### config.mk
export PLATFORM = sky130hd
export DESIGN_NAME = wbcarbiter
export DESIGN_NICKNAME = d
export VERILOG_FILES = /design/src/rtl/wbcarbiter.sv
export SDC_FILE = /design/constraint.sdc
export NUM_CORES = 1
export LEC_CHECK = 0
export CAP_MARGIN = 5
export CORE_AREA = 2 2 125 127
export CTS_CLUSTER_DIAMETER = 150
export DETAILED_ROUTE_END_ITERATION = 16
export DIE_AREA = 0 0 127 129
export DONT_BUFFER_PORTS = 1
export PLACE_DENSITY_LB_ADDON = 0.12
export SYNTH_ARGS = -nofsm -noshare
export SYNTH_HDL_FRONTEND = slang
export SYNTH_SLANG_ARGS = --single-unit
### constraint.sdc
create_clock -name i_clk -period 2 [get_ports i_clk]
set_clock_uncertainty 0.1 [all_clocks]
set_input_delay 0.2 -clock i_clk [delete_from_list [all_inputs] [get_ports i_clk]]
set_output_delay 0.2 -clock i_clk [all_outputs]
set_load 0.05 [all_outputs]
### src/rtl/wbcarbiter.sv
// Round-robin Wishbone classic arbiter: merges NM masters onto one router master port.
// Latency: grant one cycle after cyc is seen idle; slave response returns to the owner combinationally.
// Backpressure: non-owner strobes are stalled (no ack) until the owner drops cyc.
//
// Ports: i_clk/i_reset (sync, active-high); per-master i_mcyc/i_mstb/i_mwe/i_maddr/i_mdata/i_msel
// in, o_mack/o_merr/o_mdata out (master n at slice n); o_s* drive the router, i_sack/i_serr/i_sdata
// return from it.
// Build option: define WBCARBITER_TIMEOUT_EN to add a watchdog that errors out a stalled strobe
// after TIMEOUT_CYCLES cycles and releases the bus.
module wbcarbiter #(
   parameter int NM             = 2,
   parameter int AW             = 32,
   parameter int DW             = 32,
   parameter int SW             = DW/8,
   parameter int TIMEOUT_CYCLES = 255
) (
   input  logic             i_clk,
   input  logic             i_reset,
   input  logic [NM-1:0]    i_mcyc,
   input  logic [NM-1:0]    i_mstb,
   input  logic [NM-1:0]    i_mwe,
   input  logic [NM*AW-1:0] i_maddr,
   input  logic [NM*DW-1:0] i_mdata,
   input  logic [NM*SW-1:0] i_msel,
   output logic [NM-1:0]    o_mack,
   output logic [NM-1:0]    o_merr,
   output logic [NM*DW-1:0] o_mdata,
   output logic             o_scyc,
   output logic             o_sstb,
   output logic             o_swe,
   output logic [AW-1:0]    o_saddr,
   output logic [DW-1:0]    o_sdata,
   output logic [SW-1:0]    o_ssel,
   input  logic             i_sack,
   input  logic             i_serr,
   input  logic [DW-1:0]    i_sdata
);

   localparam int GW = (NM > 1) ? $clog2(NM) : 1;

   typedef enum logic {S_IDLE = 1'b0, S_GRANTED = 1'b1} state_t;

   state_t        state, state_nxt;
   logic [GW-1:0] grant, grant_nxt;
   logic [GW-1:0] last, last_nxt;
   logic [GW-1:0] pick, idx;
   logic          pick_vld;

   logic          sel_cyc, sel_stb, sel_we;
   logic [AW-1:0] sel_addr;
   logic [DW-1:0] sel_data;
   logic [SW-1:0] sel_sel;
   logic          tmo;

   // First requester after the previous owner, wrapping modulo NM; the previous
   // owner itself is examined last, so it only wins when nobody else is asking.
   always_comb begin
      pick     = last;
      pick_vld = 1'b0;
      idx      = last;
      for (int k = 1; k <= NM; k++) begin
         idx = GW'((int'(last) + k) % NM);
         if (!pick_vld && i_mcyc[idx]) begin
            pick     = idx;
            pick_vld = 1'b1;
         end
      end
   end

   // Owner's request lines.
   always_comb begin
      sel_cyc  = 1'b0;
      sel_stb  = 1'b0;
      sel_we   = 1'b0;
      sel_addr = '0;
      sel_data = '0;
      sel_sel  = '0;
      for (int n = 0; n < NM; n++) begin
         if (GW'(n) == grant) begin
            sel_cyc  = i_mcyc[n];
            sel_stb  = i_mstb[n];
            sel_we   = i_mwe[n];
            sel_addr = i_maddr[n*AW +: AW];
            sel_data = i_mdata[n*DW +: DW];
            sel_sel  = i_msel[n*SW +: SW];
         end
      end
   end

`ifdef WBCARBITER_TIMEOUT_EN
   localparam int CW = $clog2(TIMEOUT_CYCLES + 1);

   logic [CW-1:0] wd_cnt;

   assign tmo = (state == S_GRANTED) && (wd_cnt == CW'(TIMEOUT_CYCLES));

   // Counts consecutive unanswered strobe cycles of the current owner.
   always_ff @(posedge i_clk) begin
      if (i_reset || state == S_IDLE || tmo || !sel_stb || i_sack || i_serr) begin
         wd_cnt <= '0;
      end else begin
         wd_cnt <= wd_cnt + 1'b1;
      end
   end
`else
   // No watchdog in this build: the limit is accepted but has no effect.
   logic unused_timeout_cfg;
   assign unused_timeout_cfg = (TIMEOUT_CYCLES > 0);
   assign tmo = 1'b0;
`endif

   always_ff @(posedge i_clk) begin
      if (i_reset) begin
         state <= S_IDLE;
         grant <= '0;
         last  <= GW'(NM - 1);
      end else begin
         state <= state_nxt;
         grant <= grant_nxt;
         last  <= last_nxt;
      end
   end

   always_comb begin
      state_nxt = state;
      grant_nxt = grant;
      last_nxt  = last;
      o_scyc    = 1'b0;
      o_sstb    = 1'b0;
      o_swe     = 1'b0;
      o_saddr   = '0;
      o_sdata   = '0;
      o_ssel    = '0;
      o_mack    = '0;
      o_merr    = '0;
      o_mdata   = '0;
      case (state)
         S_IDLE: begin
            if (pick_vld) begin
               state_nxt = S_GRANTED;
               grant_nxt = pick;
               last_nxt  = pick;
            end
         end
         S_GRANTED: begin
            // A watchdog expiry withdraws cyc/stb in the same cycle it reports the error.
            o_scyc  = sel_cyc & ~tmo;
            o_sstb  = sel_stb & ~tmo;
            o_swe   = sel_we;
            o_saddr = sel_addr;
            o_sdata = sel_data;
            o_ssel  = sel_sel;
            for (int n = 0; n < NM; n++) begin
               if (GW'(n) == grant) begin
                  o_mack[n]            = i_sack;
                  o_merr[n]            = i_serr | tmo;
                  o_mdata[n*DW +: DW]  = i_sdata;
               end
            end
            if (!sel_cyc || tmo) begin
               state_nxt = S_IDLE;
            end
         end
         default: state_nxt = S_IDLE;
      endcase
   end

endmodule

==> Implementation_results.wiki <==
{| class="wikitable"
! Metric !! Value
|-
| Actual transition at the worst max-transition pin || approximately 460 ps
|-
| Max Fclk || roughly 560 MHz
|-
| Number of filler cells placed in the layout || approximately 1600
|-
| Final GP Congestion || roughly 0.8
|-
| Path class of the lowest-slack min-delay path || input pin to register
|-
| Number of global-route vias before repair || around 2100
|-
| Run status || completed
|-
| Clock insertion delay at the later pin of the skew report || ~220 ps
|-
| Remaining antenna violation count after routing || 0
|-
| Combinational share of power || 77.1%
|-
| Worst relative slew slack || ~69%
|-
| Detailed placement HPWL || 7570 um
|-
| Syn. warnings || 0
|-
| Worst Setup SP || grant
|-
| Final Max Tran Viols || 0
|-
| Placed instance area || between 0.003 and 0.004 mm^2
|-
| Post-DR vias/cell || 4.00
|-
| Deepest level of the CTS H-tree || 1
|-
| Share of the core filled with cells in the final layout || 25.6%
|-
| Critical Setup Path Class || register to primary output
|-
| Via total after detailed routing || ~2200
|-
| Syn nets || about 430
|-
| Remaining DRCs || 0
|-
| Wire per inst || roughly 16 um
|-
| Clock buffers created by TritonCTS || 3
|-
| Count of buffers from port buffering || 0
|-
| Crit path capture type || primary output
|-
| Met3 usage in global routing || around 2.9%
|-
| Post-route total power || approximately 1.7 mW
|-
| CORE AREA || between 0.01 and 0.015 mm^2
|-
| Most frequent standard cell in the layout excluding fill and tap cells || sky130_fd_sc_hd__buf_4
|-
| Switching power share of the total || approximately 52%
|-
| Cells taking the most area after synthesis || sky130_fd_sc_hd__mux2i_1 (42%), sky130_fd_sc_hd__nor2_1 (16%), sky130_fd_sc_hd__and2_1 (13%)
|-
| First-pass GRT wire length || approximately 12000 um
|-
| Timing endpoint of the critical path || o_mdata[22]
|-
| Root Buffer Master || sky130_fd_sc_hd__clkbuf_16
|-
| Die Height || 129 um
|-
| M2 GR Usage || a little under a fifth
|-
| Total detailed-routing wirelength || ~8800 um
|-
| Final hold violation count || 0
|-
| Switching power of the nets || around 0.9 mW
|-
| Reg-to-reg startpoint || grant
|-
| Required time reported for the critical path endpoint || around 1700 ps
|-
| Clock edge transition at the registers on the reported setup and hold paths || ~30 ps
|-
| Number of setup violations in the final report || 0
|-
| Top Usage Layer GRT || met2
|-
| Global route overflow || 0
|-
| Data arrival, critical path || about 1500 ps
|-
| Area fraction of the dominant cell type after synthesis || 42.5%
|-
| Number of setup buffers added after CTS || 0
|-
| Max-cap check violation count || 0
|-
| Total number of nets in the final design || approximately 550
|-
| Largest net degree at the start of global routing || between 50 and 60
|-
| Register-to-Register Path Depth || 3
|-
| Site row count || 45
|-
| Area overhead of the layout relative to synthesis || 129%
|-
| Met1 global-route usage || under 10%
|-
| Total Die Area || approximately 0.016 mm^2
|-
| Global-route total usage across every layer || 9.33%
|-
| Share of the yosys chip area belonging to registers || approximately 3.6%
|-
| Starting density of the core || roughly 11%
|-
| Final critical path time including I/O delays and setup || between 1500 and 2000 ps
|-
| WHS || 79.6 ps
|-
| TritonCTS sink count || 3
|-
| Critical path launch point type || register
|-
| Unrepaired setup endpoints after global routing || no
|-
| Power share of the clock group || 18.8%
|-
| Internal Dissipation || between 0.8 and 0.9 mW
|-
| Most frequent cells in the layout || sky130_fd_sc_hd__buf_4 (76), sky130_fd_sc_hd__nor2_1 (73), sky130_fd_sc_hd__mux2i_1 (71)
|-
| Iteration count of the initial detailed-routing pass || 3
|-
| I/O pins || between 300 and 400
|-
| Post-synthesis cell count || ~250
|-
| Maximum number of buffers from clock root to sink || 2
|-
| Fraction of layout cells with a size suffix above 1 || 40.9%
|-
| TritonCTS clock tree || built
|-
| Worst-path fanout max || 50
|-
| Register-to-register setup slack || ~740 ps
|-
| Number of distinct library cells after synthesis || 18
|-
| Layout Cell Area excl Fill || between 0.003 and 0.004 mm^2
|-
| Peak VDD IR || 0.206 mV
|-
| Fraction of the cycle the final worst path needs || around nine tenths
|-
| Capturing point of the worst reg2reg path || state
|-
| Largest area contributor in the netlist || sky130_fd_sc_hd__mux2i_1
|-
| Mean area per synthesized cell || roughly 6.7 um^2
|-
| Post-synthesis instance area || roughly 0.0017 mm^2
|-
| Static Leakage || 1.70 nW
|-
| Initial antenna violation count || 0
|-
| Flop pwr share || about 4.1%
|-
| Count of state elements after synthesis || 3
|-
| Ratio of total power to cell area || roughly 440 mW/mm^2
|-
| Iter 0 DRT Violations || 72
|-
| Diode count || 0
|-
| Horizontal die dimension || 127 um
|-
| Sum of negative setup slack || 0 ps
|}
synthesized netlist by cell type, drive strengths merged:
master,instances
a32oi,1
nor2,74
and2,34
dfxtp,3
nor3b,1
mux2i,71
inv,1
a211o,1
and3,34
buf,9
a211oi,1
nand2,1
nand2b,1
clkbuf,17
sequential cells by signal, indices dropped and copies added, names as in the netlist:
name / flops
last: 1
grant: 1
state: 1
per-layer routing:
layer	part of all wire [%]	up-vias	routed length (um)
li1	-	1088	-
met1	33	967	2860
met2	54	189	4760
met3	12	4	1080
met4	0.67	0	59
met5	0	-	0
cells by family after synthesis:
kind of cell | synth area share, %
and+or+nand+nor | 43.5
muxes | 42.5
buffers and inverters | 8.67
AOI/OAI and AO/OA | 1.79
DFF | 3.59
power groups by stage:
stage | Combinational [mW] | Clock, mW | Sequential [mW]
finish | 1.31 | 0.319 | 0.0698
floorplan | 0.863 | 0 | 0.0683
global route | 1.37 | 0.337 | 0.0708
global placement | 1.32 | 0 | 0.0704
detailed placement | 1.32 | 0 | 0.0705
CTS | 1.33 | 0.327 | 0.0698
how the worst min path moves through the flow:
stage / start / to / slack (ps) / cells after the start
floorplan: i_reset / state / 160 / 1
global placement: i_reset / state / 170 / 1
detailed placement: i_reset / state / 170 / 1
CTS: i_mcyc[0] / state / 80 / 2
global route: i_mcyc[0] / state / 100 / 2
finish: i_mcyc[0] / state / 80 / 2
what timing repair did:
| item | CTS | global route |
|---|---|---|
| resized for setup | 0 | 0 |
| endpoints found under the hold margin | 3 | 0 |
| hold buffers | 1 | 0 |
cell type report:
type                            instances  area [um^2]  area share [%]
Sequential cell                         3         63.8            1.67
Multi-Input combinational cell        219         1470            38.3
Clock buffer                            4         78.8            2.06
Tap cell                              188          235            6.14
Inverter                                1         3.75          0.0979
Timing Repair Buffer                  147         1980            51.7
worst max-delay path, cell delays in order (launching register included):
cell and delay, ps:
sky130_fd_sc_hd__dfxtp_4 350, sky130_fd_sc_hd__buf_12 200, sky130_fd_sc_hd__nor2_4 130, sky130_fd_sc_hd__buf_4 210
sky130_fd_sc_hd__and2_1 200, sky130_fd_sc_hd__buf_12 150
per-stage QoR:
step	instances	setup slack, ps
5_1_grt	562	144
6_report	562	229
2_1_floorplan	249	221
3_5_place_dp	557	444
4_1_cts	562	201
3_3_place_gp	557	450
(Power assumes the default switching activity.)
